--- src/rtl/pipo_load_arbiter_pkg.sv ---
// ============================================================================
// Module      : pipo_arb_pkg
// Description : Shared FSM encoding and sizing constants for pipo_load_arbiter.
// Revision    : 1.0 - initial release
// ============================================================================
`default_nettype none

package pipo_arb_pkg;

    typedef enum logic [1:0] {
        ST_IDLE = 2'd0,
        ST_LOAD = 2'd1,
        ST_HOLD = 2'd2
    } arb_state_t;

    localparam int unsigned C_DATA_WIDTH_DEF  = 8;
    localparam int unsigned C_HOLD_CYCLES_MAX = 15;
    localparam int unsigned C_HOLD_CNT_W      = 4;

    // Round-robin pick: a lone request wins; on contention the non-owner wins.
    function automatic logic rr_pick(input logic [1:0] req_i, input logic owner_i);
        if (req_i == 2'b11) begin
            return ~owner_i;
        end
        return req_i[1];
    endfunction

endpackage

`default_nettype wire

--- src/rtl/pipo_load_arbiter_if.sv ---
// ============================================================================
// Module      : pipo_load_arbiter_if
// Description : Request/data/status bundle of the arbiter; load counters are
//               present only when PIPO_ARB_STATS_EN is defined.
// Revision    : 1.0 - initial release
// ============================================================================
`default_nettype none

interface pipo_load_arbiter_if
    import pipo_arb_pkg::*;
#(
    parameter int DATA_WIDTH = C_DATA_WIDTH_DEF
);

    logic [1:0]            req;
    logic [DATA_WIDTH-1:0] data0;
    logic [DATA_WIDTH-1:0] data1;
    logic [1:0]            ack;
    logic [DATA_WIDTH-1:0] q;
    logic                  q_valid;
    logic                  busy;
    logic                  owner;
`ifdef PIPO_ARB_STATS_EN
    logic [15:0]           load_count0;
    logic [15:0]           load_count1;

    modport master (output req, data0, data1,
                    input  ack, q, q_valid, busy, owner, load_count0, load_count1);
    modport slave  (input  req, data0, data1,
                    output ack, q, q_valid, busy, owner, load_count0, load_count1);
`else
    modport master (output req, data0, data1,
                    input  ack, q, q_valid, busy, owner);
    modport slave  (input  req, data0, data1,
                    output ack, q, q_valid, busy, owner);
`endif

endinterface

`default_nettype wire

--- src/rtl/pipo_load_arbiter_reg.sv ---
// ============================================================================
// Module      : pipo_reg_en
// Description : Parallel-in parallel-out register with load enable and
//               synchronous clear.
// Revision    : 1.0 - initial release
// ============================================================================
`default_nettype none

module pipo_reg_en #(
    parameter int WIDTH = 8
) (
    input  wire logic             clk,
    input  wire logic             reset,
    input  wire logic             load,
    input  wire logic [WIDTH-1:0] d,
    output logic      [WIDTH-1:0] q
);

    always_ff @(posedge clk) begin
        if (reset) begin
            q <= '0;
        end else if (load) begin
            q <= d;
        end
    end

endmodule

`default_nettype wire

--- src/rtl/pipo_load_arbiter.sv ---
// ============================================================================
// Module      : pipo_load_arbiter
// Description : Two-requester round-robin arbiter loading a shared register,
//               with a post-load hold window. Optional per-requester load
//               counters under PIPO_ARB_STATS_EN.
// Revision    : 1.0 - initial release
// ============================================================================
`default_nettype none

module pipo_load_arbiter
    import pipo_arb_pkg::*;
#(
    parameter int DATA_WIDTH  = C_DATA_WIDTH_DEF,
    parameter int HOLD_CYCLES = 2
) (
    input wire logic           clk,
    input wire logic           reset,
    pipo_load_arbiter_if.slave bus
);

    // Counter is preloaded with HOLD_CYCLES-1 so HOLD spans exactly HOLD_CYCLES cycles.
    localparam logic [C_HOLD_CNT_W-1:0] C_HOLD_LOAD = C_HOLD_CNT_W'(HOLD_CYCLES - 1);

    arb_state_t              r_state;
    arb_state_t              w_next_state;
    logic                    r_grant;
    logic                    w_grant_next;
    logic [C_HOLD_CNT_W-1:0] r_hold_cnt;
    logic [C_HOLD_CNT_W-1:0] w_hold_cnt_next;
    logic                    r_owner;
    logic                    r_q_valid;
    logic                    w_load;
    logic [1:0]              w_ack;
    logic [DATA_WIDTH-1:0]   w_d;
    logic [DATA_WIDTH-1:0]   w_q;

    always_ff @(posedge clk) begin
        if (reset) begin
            r_state    <= ST_IDLE;
            r_grant    <= 1'b0;
            r_hold_cnt <= '0;
            r_owner    <= 1'b1;
            r_q_valid  <= 1'b0;
        end else begin
            r_state    <= w_next_state;
            r_grant    <= w_grant_next;
            r_hold_cnt <= w_hold_cnt_next;
            if (w_load) begin
                r_owner   <= r_grant;
                r_q_valid <= 1'b1;
            end
        end
    end

    always_comb begin
        w_next_state    = r_state;
        w_grant_next    = r_grant;
        w_hold_cnt_next = r_hold_cnt;
        w_load          = 1'b0;
        w_ack           = 2'b00;
        case (r_state)
            ST_IDLE: begin
                if (bus.req != 2'b00) begin
                    w_next_state = ST_LOAD;
                    w_grant_next = rr_pick(bus.req, r_owner);
                end
            end
            ST_LOAD: begin
                // A withdrawn request or a concurrent reset aborts the load.
                if (bus.req[r_grant] && !reset) begin
                    w_load          = 1'b1;
                    w_ack[r_grant]  = 1'b1;
                    w_next_state    = ST_HOLD;
                    w_hold_cnt_next = C_HOLD_LOAD;
                end else begin
                    w_next_state = ST_IDLE;
                end
            end
            ST_HOLD: begin
                if (r_hold_cnt == '0) begin
                    w_next_state = ST_IDLE;
                end else begin
                    w_hold_cnt_next = r_hold_cnt - 1'b1;
                end
            end
            default: begin
                w_next_state = ST_IDLE;
            end
        endcase
    end

    assign w_d = r_grant ? bus.data1 : bus.data0;

    pipo_reg_en #(
        .WIDTH (DATA_WIDTH)
    ) u_reg (
        .clk   (clk),
        .reset (reset),
        .load  (w_load),
        .d     (w_d),
        .q     (w_q)
    );

    assign bus.ack     = w_ack;
    assign bus.q       = w_q;
    assign bus.q_valid = r_q_valid;
    assign bus.busy    = (r_state != ST_IDLE);
    assign bus.owner   = r_owner;

`ifdef PIPO_ARB_STATS_EN
    logic [15:0] r_load_count0;
    logic [15:0] r_load_count1;

    always_ff @(posedge clk) begin
        if (reset) begin
            r_load_count0 <= '0;
            r_load_count1 <= '0;
        end else if (w_load) begin
            if (!r_grant && r_load_count0 != 16'hFFFF) begin
                r_load_count0 <= r_load_count0 + 16'd1;
            end
            if (r_grant && r_load_count1 != 16'hFFFF) begin
                r_load_count1 <= r_load_count1 + 16'd1;
            end
        end
    end

    assign bus.load_count0 = r_load_count0;
    assign bus.load_count1 = r_load_count1;
`endif

endmodule

`default_nettype wire

--- src/flat_wrapper.sv ---
// flat-port wrapper written by rule: the top's interface ports become plain ports
module pipo_load_arbiter_flat import pipo_arb_pkg::*;
#(
    parameter int DATA_WIDTH  = C_DATA_WIDTH_DEF,
    parameter int HOLD_CYCLES = 2
)
  (clk, reset, bus_req, bus_data0, bus_data1, bus_ack, bus_q, bus_q_valid, bus_busy, bus_owner);
  pipo_load_arbiter_if #(.DATA_WIDTH(DATA_WIDTH)) bus_i ();
  input wire logic clk;
  input wire logic reset;
  input wire logic [$bits(bus_i.req)-1:0] bus_req;
  input wire logic [$bits(bus_i.data0)-1:0] bus_data0;
  input wire logic [$bits(bus_i.data1)-1:0] bus_data1;
  output wire logic [$bits(bus_i.ack)-1:0] bus_ack;
  output wire logic [$bits(bus_i.q)-1:0] bus_q;
  output wire logic [$bits(bus_i.q_valid)-1:0] bus_q_valid;
  output wire logic [$bits(bus_i.busy)-1:0] bus_busy;
  output wire logic [$bits(bus_i.owner)-1:0] bus_owner;
  assign bus_i.req = bus_req;
  assign bus_i.data0 = bus_data0;
  assign bus_i.data1 = bus_data1;
  assign bus_ack = bus_i.ack;
  assign bus_q = bus_i.q;
  assign bus_q_valid = bus_i.q_valid;
  assign bus_busy = bus_i.busy;
  assign bus_owner = bus_i.owner;
  pipo_load_arbiter #(.DATA_WIDTH(DATA_WIDTH), .HOLD_CYCLES(HOLD_CYCLES)) u_core (.clk(clk), .reset(reset), .bus(bus_i));
endmodule
--- config.mk ---
export PLATFORM = sky130hd
export DESIGN_NAME = pipo_load_arbiter_flat
export DESIGN_NICKNAME = d
export VERILOG_FILES = /design/src/rtl/pipo_load_arbiter_pkg.sv /design/src/rtl/pipo_load_arbiter_if.sv /design/src/rtl/pipo_load_arbiter_reg.sv /design/src/rtl/pipo_load_arbiter.sv /design/src/flat_wrapper.sv
export SDC_FILE = /design/constraint.sdc
export NUM_CORES = 1
export LEC_CHECK = 0
export BUFFER_PORTS_ARGS = -buffer_cell sky130_fd_sc_hd__clkbuf_2
export CAP_MARGIN = 20
export CORE_ASPECT_RATIO = 1.25
export CORE_UTILIZATION = 50
export CTS_BUF_LIST = sky130_fd_sc_hd__clkbuf_4
export DETAILED_ROUTE_END_ITERATION = 16
export PLACE_DENSITY = 0.81
export SETUP_SLACK_MARGIN = 0.2
export SYNTH_ARGS = -nofsm -noshare
export SYNTH_HDL_FRONTEND = slang
export SYNTH_SLANG_ARGS = --single-unit
--- constraint.sdc ---
create_clock -name clk -period 2.52 [get_ports clk]
set_clock_uncertainty 0.15 [all_clocks]
set_input_delay 0.504 -clock clk [delete_from_list [all_inputs] [get_ports clk]]
set_output_delay 0.504 -clock clk [all_outputs]
set_load 0.02 [all_outputs]
==> summary.txt, run 1 <==
Clock network
  – Max Buffers Root-to-Sink: 2
  – Clock latency on the worst-skew pair: 0.28 ns
  – # clock sinks: 17
  – CTS tree: done
  – Clock transition at path regs: 0.11 ns
  – CTS Buf Count: 3
  – H-Tree Depth: 1
  – Clk root buf: clkbuf_4

Place
  – Place WS: approximately 0.27 ns
  – Final GP Congestion: 0.786
  – PortBufs: 32
  – Post-DP HPWL: 1380 um

Synth
  – Warnings from Yosys: 0
  – Register area share after synthesis: a little under two fifths
  – Synthesized area per cell: about 9.4 um^2
  – Syn nets: 119
  – Synth top area share: ~38%
  – Cell variety after synth: 30
  – Area contributors post-synth: dfxtp_1, a211oi_2, mux2i_1
  – Ys flop type: dfxtp_1
  – Synth Cell Area: 896 um^2
  – Synth cell count leaders: dfxtp_1, nor2_1, mux2i_1, a211oi_2, inv_1
  – Number of synthesized flops with an enable pin: 0
  – Cell with the most instances after synthesis: dfxtp_1
  – Mapped Cells: 95
  – Post-synth ARST share: 0%
  – Synth Register Bits: 17
  – Largest area contributor in the netlist: dfxtp_1

Floorplanning
  – Die Ht: 49.3 um
  – I/O pins: 33
  – Die ar.: around 0.002 mm^2
  – Core Rows: 16
  – Core ar.: 0.00162 mm^2
  – Initial Utilization: 55.2%
  – Die X: between 30 and 40 um

STA
  – Sum Neg Setup Slack: 0 ns
  – Final Hold Viols: 0
  – Post-route setup slack: 0.325 ns
  – Fin crit share: 87.1%
  – RSZ-0062 raised after global routing: false
  – Worst slew pin tran: 0.370 ns
  – Final-report setup violation count: 0
  – Fmax: 456 MHz
  – Max-slew violations: 0
  – Tmin final: 2.19 ns
  – Slew headroom: 75.2%

Worst setup path
  – Worst R2R Start: u_core.r_state[1]
  – CP Max Fanout: 9
  – Startpoint types: flip-flop
  – CP endpoint kind: output port
  – R2r endpoint: u_core.r_hold_cnt[3]
  – Worst EP required: between 1.5 and 2 ns
  – R2R setup slack: 0.59 ns
  – Worst R2R Path Depth: 6
  – Crit Path Category: reg2out
  – WP data arrival: ~1.5 ns

Routing
  – Routed wire length: 1730 um
  – DRC viols: 0
  – Routed vias/inst: 5.37
  – Drt first pass iters: 4
  – Final ANT Viol Nets: 0
  – Routed length per instance: ~12 um
  – 1st-iter DRT viols: 10
  – Via count: 789

GRT
  – Initial antenna violation count: 0
  – Largest net degree at the start of global routing: 16
  – Number of global-route vias before repair: 720
  – Total congestion overflow: 0
  – First-pass GRT wire length: 2840 um
  – Total GRT Usage: 19.9%

Worst hold path
  – Worst hold endpoint: u_core.r_hold_cnt[1]
  – WHS Path Cells: 2
  – Worst min-delay path class: reg2reg
  – Min-delay src: u_core.r_hold_cnt[1]

Final layout
  – Finished Core Util: 68.0%
  – # diodes: 0
  – NumNets Final: around 150
  – Area growth, synth to finish: 23.0%
  – Layout cells sized above 1: 38.8%

Power
  – PD cells: 520 mW/mm^2
  – VDD IR-drop max: 0.472 mV
  – Lkg Pwr: between 0.4 and 0.5 nW

Status
  – Status: finished clean

Job
  – Max-cap viol count: 0
[kinds of logic after synthesis]
group / count (synthesis) / synth area share (%)
AND/OR/NAND/NOR: 29 / 15.9
AO/OA/AOI/OAI: 24 / 23.5
flip-flops: 17 / 38.0
buffers and inverters: 12 / 6.42
multiplexers: 9 / 10.6
adder cells (fa/ha/maj): 4 / 5.59
[timing repair]
action	in CTS	in global routing
gates cloned	0	0
hold buffers	0	0
resized for setup	1	1
buffers inserted	0	0
pin swaps	0	0
hold endpoints to repair	0	0
setup endpoints to repair	1	1
[layout by cell type (no fill, tap or decap), types with 3 or more instances in the layout]
cell | Yosys | layout
inv_1 | 5 | 5
buf_4 | 1 | 3
nand2_1 | 3 | 3
a21oi_1 | 4 | 4
clkbuf_2 | 0 | 32
ha_1 | 4 | 4
clkbuf_4 | 0 | 3
or3_1 | 4 | 4
dfxtp_1 | 17 | 17
o21ai_0 | 4 | 4
mux2i_1 | 8 | 8
nor2_1 | 13 | 13
a211oi_2 | 7 | 7
[routing by layer]
layer | track usage, % | wire (um)
met5 | 0 | 0
met3 | 4.57 | 81
met1 | 22.8 | 716
met2 | 35.5 | 927
met4 | 3.45 | 0
[area by class of cell]
type / instances / area (um^2)
clock buffer: 3 / 22.5
clock inverter: 1 / 5.00
fill: 127 / 519
inverter: 7 / 26.3
multi-input combinational: 66 / 503
sequential: 17 / 340
tap: 18 / 22.5
timing repair buffer: 35 / 183
[report_power, final]
| part | internal (W) | switching [W] | total (W) |
|---|---|---|---|
| Clock | 0.0000589 | 0.0000900 | 0.000149 |
| Sequential | 0.000283 | 0.00000741 | 0.000290 |
| Combinational | 0.0000580 | 0.0000765 | 0.000134 |
| Total | 0.000399 | 0.000174 | 0.000573 |
[worst max-delay path by stage]
| stage | from | to | slack (ns) | cells past startpoint |
|---|---|---|---|---|
| CTS | u_core.r_grant | bus_ack[1] | 0.23 | 4 |
| global route | u_core.r_grant | bus_ack[1] | 0.27 | 4 |
| finish | u_core.r_grant | bus_ack[1] | 0.33 | 4 |
| detailed placement | bus_req[0] | bus_ack[1] | 0.27 | 5 |
| floorplan | reset | bus_ack[0] | 0.49 | 6 |
| global placement | bus_req[0] | bus_ack[1] | 0.31 | 5 |
[state kept, by name, indices dropped and copies added, names as in the netlist]
| register | cells |
|---|---|
| u_core.r_hold_cnt | 4 |
| u_core.r_state | 2 |
| u_core.bus.owner | 1 |
| u_core.u_reg.q | 8 |
| u_core.bus.q_valid | 1 |
| u_core.r_grant | 1 |
[worst max-delay path, cell delays in order, from the launching register on]
cell and delay, ns:
dfxtp_1 0.37, mux2_4 0.33, and3_4 0.23, and2_1 0.17
clkbuf_2 0.15
[per-stage QoR]
stage	area [um^2]	hold WS, ns	total power [W]	std cells
3_3_place_gp	1070	0.304	0.000426	143
6_report	1100	0.344	0.000573	147
5_1_grt	1100	0.368	0.000604	147
4_1_cts	1100	0.345	0.000573	147
2_1_floorplan	896	0.306	0.000390	95
3_5_place_dp	1070	0.331	0.000430	143
No activity file was read; power rests on OpenSTA's default activity.
==> run 2: changes to the inputs <==
- ABC_AREA: default -> 1
- SYNTH_HIERARCHICAL: default -> 1
==> run 2 against run 1 <==
  * Utilization down 1.9 points
  * Power decreased by 5.0%
  * Design area is 2.7% lower
  * Fmax is 5.3% higher
  * Combinational power down 23%
  * Cell count up 32%
  * Clock power rose by 3%
  * Sequential share of layout area up 0.98 points
  * Flip-flop and latch count did not move
  * Die area is 0.27% lower
  * Largest cell class unchanged
==> summary.txt, run 2 <==
Worst hold path
  – Worst hold endpoint: u_core/u_reg/q[4]
  – Min-delay src: u_core/u_reg/q[4]
  – Worst min-delay path class: reg2reg
  – WHS Path Cells: 2 (unchanged)

Synth
  – Number of synthesized flops with an enable pin: 0 (unchanged)
  – Mapped Cells: 144 (+52%)
  – Warnings from Yosys: 6 (+6)
  – Ys flop type: dfxtp_1
  – Cell with the most instances after synthesis: nand2_1
  – Synthesized area per cell: 6.20 um^2 (-34%)
  – Register area share after synthesis: 38.1% (+0.11 points)
  – Area contributors post-synth: dfxtp_1, nand2_1, nor2_1
  – Cell variety after synth: 15 (-50%)
  – Largest area contributor in the netlist: dfxtp_1
  – Synth cell count leaders: nand2_1, nor2_1, inv_1, dfxtp_1, nand3_1
  – Syn nets: 165 (+39%)
  – Post-synth ARST share: 0% (unchanged)
  – Synth Cell Area: 893 um^2 (-0.28%)
  – Synth Register Bits: 17 (unchanged)
  – Synth top area share: 38.1% (+0.11 points)

Job
  – Max-cap viol count: 0 (unchanged)

Final layout
  – Reg with most FFs: u_core/u_reg/q
  – Most common cell after layout, fill and taps aside: nand2_1
  – Layout cells sized above 1: 27.8% (-11 points)
  – Most frequent cells in the layout: nand2_1, clkbuf_2, nor2_1
  – Area growth, synth to finish: 20.0%
  – Largest registers: u_core/u_reg/q: 8 flops, u_core/r_hold_cnt: 4 flops, u_core/r_state: 2 flops
  – Largest register FFs: 8 (unchanged)
  – Final Instance Count excl. Fillers: 194 (+32%)
  – # diodes: 0 (unchanged)
  – NumNets Final: 198 (+29%)

Place
  – Post-DP HPWL: 1490 um (+7.8%)
  – Placed cell count: 190 (+33%)
  – Final GP Congestion: 0.806 (+2.6%)
  – PortBufs: 32 (unchanged)
  – Place WS: 0.593 ns (+0.318 ns)

GRT
  – Total congestion overflow: 0 (unchanged)
  – Total GRT Usage: 22.9% (+2.9 points)
  – Largest net degree at the start of global routing: 18 (+2)
  – Initial antenna violation count: 0 (unchanged)
  – Number of global-route vias before repair: 772 (+7.2%)
  – First-pass GRT wire length: 3180 um (+12%)

Floorplanning
  – I/O pins: 33 (unchanged)
  – Die X: 39.8 um (-0.14%)
  – Die Ht: 49.3 um (-0.13%)
  – Core ar.: 0.00162 mm^2 (unchanged)
  – Core Rows: 16 (unchanged)
  – Initial Utilization: 55.1% (-0.15 points)
  – Die ar.: 0.00196 mm^2 (-0.27%)

Worst setup path
  – Worst R2R Start: u_core/r_grant
  – R2R setup slack: 1.00 ns (+0.41 ns)
  – R2r endpoint: u_core/u_reg/q[6]
  – CP peak stage delay: 0.40 ns (+0.03 ns)
  – Most common cell on crit path: nand2_2
  – Worst setup startpoint: u_core/r_grant
  – Worst R2R Path Depth: 8 (+2)
  – WP data arrival: 1.43 ns (-0.11 ns)
  – CP Max Fanout: 12 (+3)
  – Cell chain of the critical path: inv_2 > nand2_2 > nand2_2 > nand2_4 > nor2_2 > clkbuf_2
  – Crit path max-delay cell type: dfxtp_2
  – CP endpoint kind: output port
  – Startpoint types: flip-flop
  – Crit Path Category: reg2out
  – Worst EP required: 1.87 ns (about the same)

Routing
  – Routed length per instance: 9.89 um (-16%)
  – Drt first pass iters: 4 (unchanged)
  – Routed wire length: 1920 um (+11%)
  – Final ANT Viol Nets: 0 (unchanged)
  – Via count: 920 (+17%)
  – DRC viols: 0 (unchanged)
  – Routed vias/inst: 4.74 (-12%)
  – 1st-iter DRT viols: 9 (-1)

STA
  – Max-slew violations: 0 (unchanged)
  – Post-route setup slack: 0.436 ns (+0.110 ns)
  – Fmax: 480 MHz (+5.3%)
  – Fin crit share: 82.7% (-4.4 points)
  – Worst slew pin tran: 0.307 ns (-0.0622 ns)
  – Tmin final: 2.08 ns (-0.110 ns)
  – Final Hold Viols: 0 (unchanged)
  – Sum Neg Setup Slack: 0 ns (unchanged)
  – RSZ-0062 raised after global routing: false
  – Final-report setup violation count: 0 (unchanged)
  – Slew headroom: 79.3% (+4.1 points)
  – Worst-case hold slack: 0.326 ns (-0.0177 ns)

Power
  – VDD IR-drop max: 0.352 mV (-25%)
  – PD cells: 508 mW/mm^2 (-2.3%)
  – Total power: 0.000545 W (-5.0%)
  – Lkg Pwr: 0.617 nW (+30%)

Clock network
  – H-Tree Depth: 1 (unchanged)
  – Max Buffers Root-to-Sink: 2 (unchanged)
  – Clk root buf: clkbuf_4
  – Clock transition at path regs: 0.10 ns (about the same)
  – CTS Buf Count: 3 (unchanged)
  – # clock sinks: 17 (unchanged)
  – Clock latency on the worst-skew pair: 0.28 ns (about the same)
  – CTS tree: done

Status
  – Status: finished clean
==> run 2: power breakdown <==
part	switching (W)	leakage (nW)	internal (W)
sequential	0.00000915	0.139	0.000280
clock	0.0000809	0.0184	0.0000722
combinational	0.0000638	0.460	0.0000388
total	0.000154	0.617	0.000391
==> run 2: layout make-up <==
cell class | count | area [um^2]
fill | 158 | 549
multi-input combinational | 101 | 435
sequential | 17 | 342
timing repair buffer | 32 | 160
inverter | 22 | 82.6
clock buffer | 4 | 30.0
tap | 18 | 22.5
==> run 2: worst max-delay path by stage <==
stage / end / slack (ns) / cells after the start
5_1_grt: bus_ack[1] / 0.36 / 6
2_1_floorplan: bus_ack[0] / 0.69 / 4
3_3_place_gp: bus_ack[1] / 0.65 / 5
6_report: bus_ack[1] / 0.44 / 6
4_1_cts: bus_ack[0] / 0.29 / 6
3_5_place_dp: bus_ack[0] / 0.59 / 5
==> run 2: repair_timing <==
item | CTS | global route
gates resized for setup | 0 | 1
setup buffers | 0 | 0
endpoints found under the setup margin | 0 | 1
hold buffers | 0 | 0
==> run 2: cell families (layout without fill, tap and decap cells) <==
| family | Yosys count | after routing | share of synthesized area [%] |
|---|---|---|---|
| AO/OA/AOI/OAI | 8 | 8 | 4.48 |
| adder cells (fa/ha/maj) | 1 | 1 | 1.40 |
| buffers and inverters | 26 | 58 | 13.2 |
| flip-flops | 17 | 17 | 38.1 |
| AND/OR/NAND/NOR | 92 | 92 | 42.9 |
==> run 2: metal layers <==
layer / vias to the layer above / routed length [um] / global-route usage (%)
met5: - / 0 / 0
met4: 0 / 23 / 11.5
met3: 4 / 78 / 5.48
met2: 29 / 963 / 35.2
met1: 396 / 852 / 28.3
li1: 491 / - / -
==> run 2: worst max-delay path, delay by kind of cell, from the launching register on <==
family / cells / cell delay [ns]
buffers and inverters: 2 / 0.36
AND/OR/NAND/NOR: 4 / 0.39
flip-flops: 1 / 0.40
==> run 2: per-stage QoR <==
step | utilization (%) | instance area [um^2]
global route | 66.1 | 1070
global placement | 64.2 | 1040
finish | 66.1 | 1070
floorplan | - | 893
detailed placement | 64.2 | 1040
CTS | 66.0 | 1070
==> run 3: changes to the inputs <==
- CORE_UTILIZATION: 50 -> 45
- PLACE_DENSITY: 0.81 -> 0.77
- clock period: 2.52 -> 1.8 ns (I/O delays scaled with it)
==> run 3 against run 2 <==
  * Global-route usage is 3.5 points lower
  * Flip-flop and latch count unchanged
  * Highest routed layer unchanged
  * First-iteration DRC count up 67%
  * Clock-buffer cell count is 1 lower
  * Critical path type unchanged
  * Cell count grew 3.6%
  * Clock power grew 30%
  * Combinational power rose by 54%
  * Design area up 7.7%
  * Register-to-register slack worse by 0.64 ns
==> summary.txt, run 3 (synthesis results as in run 2) <==
Floorplanning
  – I/O pins: 33 (unchanged)
  – Die ar.: 0.00217 mm^2 (+11%)
  – Initial Utilization: 49.4% (-5.7 points)
  – Core ar.: 0.00181 mm^2 (+11%)
  – Die X: 41.9 um (+5.1%)
  – Core Rows: 17 (+1)
  – Die Ht: 51.8 um (+5.2%)

Routing
  – Routed vias/inst: 4.61 (-2.7%)
  – Routed wire length: 1790 um (-6.9%)
  – Drt first pass iters: 4 (unchanged)
  – Via count: 927 (+0.76%)
  – Final ANT Viol Nets: 0 (unchanged)
  – Routed length per instance: 8.89 um (-10%)
  – 1st-iter DRT viols: 15 (+6)
  – DRC viols: 0 (unchanged)

Final layout
  – Most common cell after layout, fill and taps aside: nand2_1
  – Reg with most FFs: u_core/u_reg/q
  – Layout cells sized above 1: 32.4% (+4.6 points)
  – Area growth, synth to finish: 29.3%
  – Largest register FFs: 8 (unchanged)
  – Final Instance Count excl. Fillers: 201 (+3.6%)
  – Largest registers: u_core/u_reg/q: 8 flops, u_core/r_hold_cnt: 4 flops, u_core/r_state: 2 flops
  – Most frequent cells in the layout: nand2_1, clkbuf_2, nor2_1
  – NumNets Final: 204 (+3.0%)
  – # diodes: 0 (unchanged)

GRT
  – Total GRT Usage: 19.4% (-3.5 points)
  – Total congestion overflow: 0 (unchanged)
  – First-pass GRT wire length: 3220 um (+1.1%)
  – Initial antenna violation count: 0 (unchanged)
  – Largest net degree at the start of global routing: 18 (unchanged)
  – Number of global-route vias before repair: 801 (+3.8%)

Clock network
  – Max Buffers Root-to-Sink: 2 (unchanged)
  – Clock latency on the worst-skew pair: 0.28 ns (about the same)
  – # clock sinks: 17 (unchanged)
  – CTS tree: done
  – Clock transition at path regs: 0.10 ns (about the same)
  – H-Tree Depth: 1 (unchanged)
  – Clk root buf: clkbuf_4
  – CTS Buf Count: 3 (unchanged)

STA
  – Fin crit share: 91.1%
  – Final-report setup violation count: 0 (unchanged)
  – Worst-case hold slack: 0.192 ns (-0.135 ns)
  – Sum Neg Setup Slack: 0 ns (unchanged)
  – Max-slew violations: 0 (unchanged)
  – Worst slew pin tran: 0.256 ns (-0.0514 ns)
  – Fmax: 610 MHz
  – Slew headroom: 82.9% (+3.6 points)
  – Tmin final: 1.64 ns
  – Final Hold Viols: 0 (unchanged)
  – RSZ-0062 raised after global routing: true

Power
  – VDD IR-drop max: 0.391 mV (+11%)
  – P_sw: 0.000221 W (+44%)
  – Sequential cell fraction of total power: 53.0% (about the same)
  – Clock power share: 26.1% (-2.0 points)
  – Switching portion of total power: 29.1% (+0.83 points)
  – Pint: 0.000540 W (+38%)
  – Lkg Pwr: 0.649 nW (+5.2%)
  – PD cells: 659 mW/mm^2 (+30%)
  – Gate power share: 20.9% (+2.1 points)

Worst setup path
  – Worst EP required: 1.29 ns (-0.58 ns)
  – Most common cell on crit path: nor2_4
  – Startpoint types: flip-flop
  – CP peak stage delay: 0.34 ns (-0.06 ns)
  – Worst setup startpoint: u_core/r_state[1]
  – Worst R2R Start: u_core/r_state[1]
  – Crit Path Category: reg2out
  – CP endpoint kind: output port
  – Cell chain of the critical path: inv_2 > nand2_2 > nor2_4 > nand2_4 > nor2_4 > buf_8
  – Crit path max-delay cell type: dfxtp_2
  – CP Max Fanout: 3 (-9)
  – WP data arrival: 1.13 ns (-0.30 ns)

Worst hold path
  – Min-delay src: bus_req[1]
  – Worst min-delay path class: in2reg

Job
  – Max-cap viol count: 0 (unchanged)

Place
  – Final GP Congestion: 0.765 (-5.1%)
  – Placed cell count: 193 (+1.6%)
  – PortBufs: 32 (unchanged)
  – Post-DP HPWL: 1370 um (-7.8%)

Status
  – Status: finished clean
==> run 3: changes by cell type in the layout (fill, tap and decap cells not counted), sizes merged <==
cell,change
clkinv,+1
buf,+8
clkbuf,-3
==> run 3: worst max-delay path: cells and delay by family (launching register included) <==
kind,cells,cell delay [ns]
buffers and inverters,2,0.18
DFF,1,0.34
and+or+nand+nor,4,0.32
==> run 3: what timing repair did <==
item	in CTS	in global routing
pin swaps	3	3
hold buffers	0	0
gates resized for setup	8	6
setup endpoints to repair	2	2
setup buffers	3	1
==> run 3: worst paths after layout <==
path | slack, ns | depth (start not counted) | endpoint
max reg2reg | 0.36 | 9 | u_core/u_reg/q[6]
min reg2reg | 0.33 | 2 | u_core/u_reg/q[7]
max | 0.16 | 6 | bus_ack[1]
min | 0.19 | 3 | u_core/r_grant
==> run 3: per-layer routing <==
layer / track usage [%] / share of wire (%)
met1: 24.8 / 47
met2: 31.5 / 47
met3: 3.13 / 4.5
met4: 9.68 / 0.90
met5: 0 / 0
==> run 3: area by class of cell <==
cell class	instances	area, um^2
Clock inverter	1	5.00
Sequential cell	17	344
Tap cell	19	23.8
Timing Repair Buffer	38	221
Fill cell	162	653
Clock buffer	3	22.5
Multi-Input combinational cell	101	455
Inverter	22	82.6
==> run 3: power groups by stage <==
stage	clock network, W	registers, W	logic [W]
floorplan	0	0.000422	0.0000899
global placement	0	0.000409	0.000147
detailed placement	0	0.000410	0.000149
CTS	0.000203	0.000403	0.000158
global route	0.000226	0.000405	0.000183
finish	0.000199	0.000403	0.000159
==> run 3: per-stage QoR <==
step                      utilization (%)  power [W]  area [um^2]  setup slack [ns]
after floorplan                         -   0.000512          893             0.258
after global placement               58.5   0.000556         1060             0.303
after detailed placement             58.5   0.000559         1060             0.280
after CTS                            62.7   0.000763         1130             0.103
after global routing                 63.9   0.000815         1150            0.0943
final                                63.9   0.000761         1150             0.159
